[config.mk]
export PLATFORM = sky130hd
export DESIGN_NAME = rf_writeback_arbiter
export DESIGN_NICKNAME = d
export VERILOG_FILES = /design/src/rtl/cpu_pkg.sv /design/src/rtl/rf_writeback_arbiter_scoreboard.sv /design/src/rtl/rf_writeback_arbiter.sv
export SDC_FILE = /design/constraint.sdc
export NUM_CORES = 1
export LEC_CHECK = 0
export ABC_AREA = 1
export CAP_MARGIN = 15
export CORE_UTILIZATION = 25
export DETAILED_ROUTE_END_ITERATION = 16
export SYNTH_ARGS = -nofsm -noshare
export SYNTH_HDL_FRONTEND = slang
export SYNTH_SLANG_ARGS = --single-unit
export TNS_END_PERCENT = 50
[constraint.sdc]
create_clock -name clock -period 3.55 [get_ports clock]
set_input_delay 0.71 -clock clock [delete_from_list [all_inputs] [get_ports clock]]
set_output_delay 0.71 -clock clock [all_outputs]
set_load 0.03 [all_outputs]
[src/rtl/cpu_pkg.sv]
// Shared CPU datapath constants and writeback types.
// Reused by the register file, hazard unit and writeback arbiter.
package cpu_pkg;

    localparam int REG_ADDR_W = 5;
    localparam int DATA_W     = 32;
    localparam int NUM_REGS   = 32;

    localparam logic [REG_ADDR_W-1:0] ZERO_REG = 5'd0;

    typedef enum logic [1:0] {
        WB_NONE = 2'd0,
        WB_ALU  = 2'd1,
        WB_MEM  = 2'd2
    } wb_src_e;

    typedef struct packed {
        logic [REG_ADDR_W-1:0] dst;
        logic [DATA_W-1:0]     data;
    } wb_req_t;

endpackage

[src/rtl/rf_writeback_arbiter_scoreboard.sv]
// Pending-destination scoreboard for outstanding long-latency writes.
// Latency: set/clear visible one cycle after request. No backpressure.
// Set wins over clear on the same register; register 0 never pending.
module wb_scoreboard
    import cpu_pkg::*;
(
    input  logic                  clock,
    input  logic                  reset,
    input  logic                  set_vld,
    input  logic [REG_ADDR_W-1:0] set_dst,
    input  logic                  clr_vld,
    input  logic [REG_ADDR_W-1:0] clr_dst,
    output logic [NUM_REGS-1:0]   pending
);

    logic [NUM_REGS-1:0] pending_nxt;

    // Clear is applied first so a same-cycle reissue leaves the bit set.
    always_comb begin
        pending_nxt = pending;
        if (clr_vld) begin
            pending_nxt[clr_dst] = 1'b0;
        end
        if (set_vld) begin
            pending_nxt[set_dst] = 1'b1;
        end
        pending_nxt[ZERO_REG] = 1'b0;
    end

    always_ff @(posedge clock or posedge reset) begin
        if (reset) begin
            pending <= '0;
        end else begin
            pending <= pending_nxt;
        end
    end

endmodule

[src/rtl/rf_writeback_arbiter.sv]
// Merges ALU and MEM writebacks into the single register-file write port.
// Latency: 1 cycle accept-to-write. Backpressure: losing source sees ready=0 and holds.
// MEM gains priority after STARVE_LIMIT consecutive refusals.
module rf_writeback_arbiter
    import cpu_pkg::*;
#(
    parameter int STARVE_LIMIT = 3,
    parameter int CNT_W        = 4
) (
    input  logic                  clock,
    input  logic                  reset,
    input  logic                  alu_valid,
    output logic                  alu_ready,
    input  logic [REG_ADDR_W-1:0] alu_reg,
    input  logic [DATA_W-1:0]     alu_data,
    input  logic                  mem_valid,
    output logic                  mem_ready,
    input  logic [REG_ADDR_W-1:0] mem_reg,
    input  logic [DATA_W-1:0]     mem_data,
    input  logic                  issue_valid,
    input  logic [REG_ADDR_W-1:0] issue_reg,
    output logic                  RegWrite,
    output logic [REG_ADDR_W-1:0] write_reg,
    output logic [DATA_W-1:0]     write_data,
    output logic [NUM_REGS-1:0]   pending
);

    localparam logic [CNT_W-1:0] STARVE_MAX = CNT_W'(STARVE_LIMIT);

    wb_req_t          alu_req;
    wb_req_t          mem_req;
    wb_req_t          win_req;
    wb_src_e          grant;
    logic [CNT_W-1:0] starve_cnt;
    logic             starved;
    logic             accept;

    assign alu_req = '{dst: alu_reg, data: alu_data};
    assign mem_req = '{dst: mem_reg, data: mem_data};
    assign starved = (starve_cnt == STARVE_MAX);

    always_comb begin
        grant = WB_NONE;
        if (starved && mem_valid) begin
            grant = WB_MEM;
        end else if (alu_valid) begin
            grant = WB_ALU;
        end else if (mem_valid) begin
            grant = WB_MEM;
        end
    end

    always_comb begin
        win_req = alu_req;
        if (grant == WB_MEM) begin
            win_req = mem_req;
        end
    end

    assign alu_ready = (grant == WB_ALU);
    assign mem_ready = (grant == WB_MEM);
    assign accept    = (grant != WB_NONE);

    // Register 0 still completes its handshake and updates the address/data
    // registers, but never raises the write enable.
    always_ff @(posedge clock or posedge reset) begin
        if (reset) begin
            RegWrite   <= 1'b0;
            write_reg  <= '0;
            write_data <= '0;
        end else begin
            RegWrite <= accept && (win_req.dst != ZERO_REG);
            if (accept) begin
                write_reg  <= win_req.dst;
                write_data <= win_req.data;
            end
        end
    end

    always_ff @(posedge clock or posedge reset) begin
        if (reset) begin
            starve_cnt <= '0;
        end else if (mem_ready) begin
            starve_cnt <= '0;
        end else if (mem_valid && !starved) begin
            starve_cnt <= starve_cnt + 1'b1;
        end
    end

    wb_scoreboard u_scoreboard (
        .clock   (clock),
        .reset   (reset),
        .set_vld (issue_valid && (issue_reg != ZERO_REG)),
        .set_dst (issue_reg),
        .clr_vld (mem_ready && (mem_reg != ZERO_REG)),
        .clr_dst (mem_reg),
        .pending (pending)
    );

endmodule
# Word-level counts from Yosys, hierarchy flattened
# Cells that the tools add are included.
[word_totals]
regBits = 73
input_bits = 84
output_inout_bits = 72
word_cells = 41
[op_classes]
addsub = 1
magnitude_cmp = 4
n_eq_ne = 3
n_mux = 12
bitwise = 3
n_reduce_logical = 13
[ops]
columns = ["op", "n"]
rows = [
  ["32-bit 2-to-1 mux", 2],
  ["37-bit 2-to-1 mux", 1],
  ["32-bit bitwise AND", 1],
  ["32-bit NOT", 1],
  ["32-bit OR", 1],
  ["5-bit nonzero test", 3],
  ["5-bit by 6-bit < comparator with 1-bit output, second input constant", 2],
  ["1-bit demux with 5-bit select", 2],
  ["5-bit by 1-bit greater-or-equal comparator with 1-bit output, second input constant", 2],
  ["4-bit 2-to-1 mux", 2],
  ["1-bit logical AND", 7],
  ["2-bit 2-to-1 mux", 3],
  ["4-bit by 1-bit adder with 4-bit output, second input constant", 1],
  ["4-bit by 2-bit == test with 1-bit output, second input constant", 1],
  ["2-bit nonzero test", 2],
  ["2-bit by 1-bit == test with 1-bit output, second input constant", 1],
  ["2-bit == test, second input constant", 1],
  ["1-bit 2-to-1 mux", 2],
  ["1-bit zero test", 1],
]

# Depth between registers and ports, before layout
[logic_depth]
depth_word = 9
depth_mapped = 11
depth_no_buf = 10

# By module
# Synthesis repeated with hierarchy kept, for this count alone.
[unflattened]
cells_unflattened = 443
hier_area_um2 = 3475.8
[by_module_without_submodules]
columns = ["mod", "instances", "cells_per_inst", "area_each_um2", "seq_area_each_um2"]
rows = [
  ["rf_writeback_arbiter", 1, 243, 2015.7, 1051.0],
  ["wb_scoreboard", 1, 200, 1460.2, 775.7],
]

# Least setup slack after synthesis
# Ideal clock, no wire load.
[synth_timing]
kind = "input -> output"
from = "input alu_valid"
to = "output mem_ready"
arrival_time_ns = 1.503
required_time_ns = 2.840
slack_ns = 1.337
path_stages = 6
n_path_buf = 3
path_cell_list = "buf_2 > inv_1 > nand2_1 > nand2_4 > buf_6 > buf_2"
[synth_via]
elab_chain_len = 3
[synth_lines]
columns = ["element", "line", "text"]
rows = [
  ["start, declared", "rf_writeback_arbiter.sv:12", "input logic alu_valid,"],
  ["2-bit 2-to-1 mux", "rf_writeback_arbiter.sv:46", "end else if (alu_valid) begin"],
  ["2-bit 2-to-1 mux", "rf_writeback_arbiter.sv:44", "if (starved && mem_valid) begin"],
  ["2-bit == test", "rf_writeback_arbiter.sv:61", "assign mem_ready = (grant == WB_MEM);"],
  ["end, declared", "rf_writeback_arbiter.sv:17", "output logic mem_ready,"],
]
# No other way between the ends.

# Final worst setup path
[layout_timing]
from = "input mem_valid"
to = "output mem_ready"
[layout_via]
elab_chain_len = 4
word_cells_on_any_way = 5
classes_between = "eq/ne (1); mux (3); reduce/logical (1)"
[layout_lines]
columns = ["element", "line", "text"]
rows = [
  ["start, declared", "rf_writeback_arbiter.sv:16", "input logic mem_valid,"],
  ["2-bit 2-to-1 mux", "rf_writeback_arbiter.sv:48", "end else if (mem_valid) begin"],
  ["2-bit 2-to-1 mux", "rf_writeback_arbiter.sv:46", ""],
  ["2-bit 2-to-1 mux *", "rf_writeback_arbiter.sv:44", ""],
  ["2-bit == test *", "rf_writeback_arbiter.sv:61", ""],
]
# Mark *: on every way between the ends. The rest lies on a longest branch, timed or not.

==> impl_metrics.env <==
export IMPL_yosys_area_top_type="dfrtp_1"
export IMPL_synth_top_area_frac=0.557
export IMPL_post_route_min_period_ps=2880
export IMPL_n_fill_cell=1306
export IMPL_cp_required_ps=2840
export IMPL_ys_flop_type="dfrtp_1"
export IMPL_p_leak_nw=2.18
export IMPL_fin_crit_sh=0.812
export IMPL_grt_pass1_wl_um=16700
export IMPL_wire_per_inst_um=15.9
export IMPL_die_h_um=116
export IMPL_powerDensity_nw_per_um2=551
export IMPL_holdCritPathClass="register to register"
export IMPL_syn_area_um2=3280
export IMPL_root_buffer="clkbuf_16"
export IMPL_worst_slew_pin_transition_ps=802
export IMPL_numClockSinks=73
export IMPL_overflow=0
export IMPL_grt_pass1_vias=3290
export IMPL_fp_row_count=41
export IMPL_area_growth_syn_to_layout_pct=59.7
export IMPL_cts_tree="built"
export IMPL_synth_seq_area_share=0.557
export IMPL_grt_setup_unrepaired="no"
export IMPL_synth_most_common_cell="nand3_1"
export IMPL_path_max_fanout=31
export IMPL_startpoint_type="primary input"
export IMPL_critPathArrivalTime_ps=2170
export IMPL_syn_area_per_cell_um2=8.95
export IMPL_synth_common_cells="nand3_1 (87), nand2_1 (81), dfrtp_1 (73), o21ai_1 (38), o21ai_0 (30)"
export IMPL_start_util=0.258
export IMPL_ys_warn_count=0
export IMPL_clk_latency_ps=330
export IMPL_antenna_found_initial=0
export IMPL_cts_max_level=3
export IMPL_ant_nets=0
export IMPL_async_reset_ff_frac=1.00
export IMPL_hold_buffers=0
export IMPL_status="finished, final reports clean"
export IMPL_core_area_um2=12700
export IMPL_drv_slew=0
export IMPL_ios=156
export IMPL_fp_dieW_um=116
export IMPL_synth_edf_count=0
export IMPL_routed_via_density=4.72
export IMPL_cts_buffers=9
export IMPL_post_cts_setup_buffers=0
export IMPL_hold_violations=0
export IMPL_worst_setup_path_type="primary input to primary output"
export IMPL_final_setup_tns_ps=0
export IMPL_syn_nets=451
export IMPL_maxCapViolations=0
export IMPL_num_antenna_cells=0
export IMPL_largest_reg_flops=32
export IMPL_critPathCaptureType="primary output"
export IMPL_initialDrtViolationCount=175
export IMPL_max_freq_ghz=0.347
export IMPL_yosys_top_cells_area="dfrtp_1 (56%), nand3_1 (13%), nand2_1 (9.3%)"
export IMPL_ys_ff_latch=73
export IMPL_path_clk_slew_ps=50
export IMPL_fin_ws_ps=668
export IMPL_setup_viol=0
export IMPL_cts_path_max_buffers=2
export IMPL_gp_congestion=0.865
export IMPL_drc=0
export IMPL_synth_distinct_cells=25
export IMPL_first_pass_iters=4
export IMPL_dr_total_vias=3283
export IMPL_post_place_ws_ps=653
export IMPL_wl_um=11000
export IMPL_drive_above_1_share=0.0593
export IMPL_syn_inst=366
export IMPL_dieArea_um2=13600
export IMPL_ir_drop_mv=0.240
export IMPL_grt_use_total=0.163
export IMPL_grt_max_degree=44
export IMPL_portBuffers=154
export IMPL_dpl_hpwl_um=7850
export IMPL_cts_resized=0
export IMPL_clock_skew_ps=6.82
export IMPL_nets=603
export IMPL_slew_headroom=0.465
[cells in the final DEF (no fill, tap or decap)]
master / instances
nand2_1: 81
nor2_1: 5
ha_1: 1
buf_4: 5
clkdlybuf4s50_1: 152
mux2i_1: 1
xor2_1: 2
a21oi_1: 1
nand3b_1: 1
nand3_4: 3
clkinvlp_4: 1
nand3_2: 1
nand4_1: 2
buf_12: 1
o21ai_1: 38
nand2_4: 1
clkbuf_16: 9
dfrtp_1: 73
o21ai_0: 30
clkbuf_1: 3
nand2_2: 1
nand3_1: 87
clkbuf_8: 2
inv_2: 3
clkinv_2: 1
o21ai_2: 2
conb_1: 1
inv_1: 14
nor2_2: 1
[cells by family (layout without fill, tap and decap cells)]
group | count (synthesis) | in the layout | share of synthesized area
other | 1 | 1 | 0.00114
muxes | 1 | 1 | 0.00305
and+or+nand+nor | 183 | 183 | 0.264
AOI/OAI and AO/OA | 71 | 71 | 0.111
adders and majority gates | 1 | 1 | 0.00382
DFF | 73 | 73 | 0.557
xor gates and xnor gates | 2 | 2 | 0.00535
buffers and inverters | 34 | 191 | 0.0546
[path summary, 6_finish.rpt]
| check | from | endpoint | slack (ps) | cells after the start |
|---|---|---|---|---|
| max | mem_valid | mem_ready | 670 | 6 |
| max reg2reg | starve_cnt[0] | write_data[25] | 1340 | 9 |
| max in group asynchronous | reset | u_scoreboard.pending[31] | 1990 | 3 |
| min in group asynchronous | reset | u_scoreboard.pending[5] | 870 | 2 |
| min | write_data[5] | write_data[5] | 490 | 2 |
| min reg2reg | write_data[5] | write_data[5] | 490 | 2 |
[power by group]
group / switching, W / internal [W] / leakage [nW]
sequential: 0.0000920 / 0.000981 / 0.885
clock: 0.000334 / 0.000511 / 0.133
combinational: 0.000557 / 0.000410 / 1.17
[metal layers]
metal | routed length, um | part of all wire | GRT usage
met1 | 4810 | 0.44 | 0.203
met2 | 5020 | 0.46 | 0.263
met3 | 1090 | 0.099 | 0.0545
met4 | 95 | 0.0086 | 0.0590
met5 | 0 | 0 | 0
[cell type report]
class                   count  area [um2]  share of cell area
well taps                 172         215              0.0411
clock buffers              14         264              0.0505
clock inverters             2        12.5             0.00239
flip-flops and latches     73        1830               0.349
multi-input cells         259        1270               0.243
repair buffers            158        1580               0.302
inverters                  17        63.8              0.0122
[stage by stage]
stage          std cells  total power, W  area (um2)  utilization  hold WS (ps)
2_1_floorplan        366         0.00158        3280            -           478
3_3_place_gp         679         0.00204        4960        0.390           474
3_5_place_dp         679         0.00205        4960        0.390           483
4_1_cts              695         0.00292        5230        0.411           497
5_1_grt              695         0.00303        5230        0.411           517
6_report             695         0.00289        5230        0.411           491
[critical path, cell delays in order]
cell and delay [ps]:
clkdlybuf4s50_1 590, nand2_1 130, inv_2 80, nand2_2 80, nand2_4 330, buf_4 240
No activity file was read; power rests on OpenSTA's default activity.
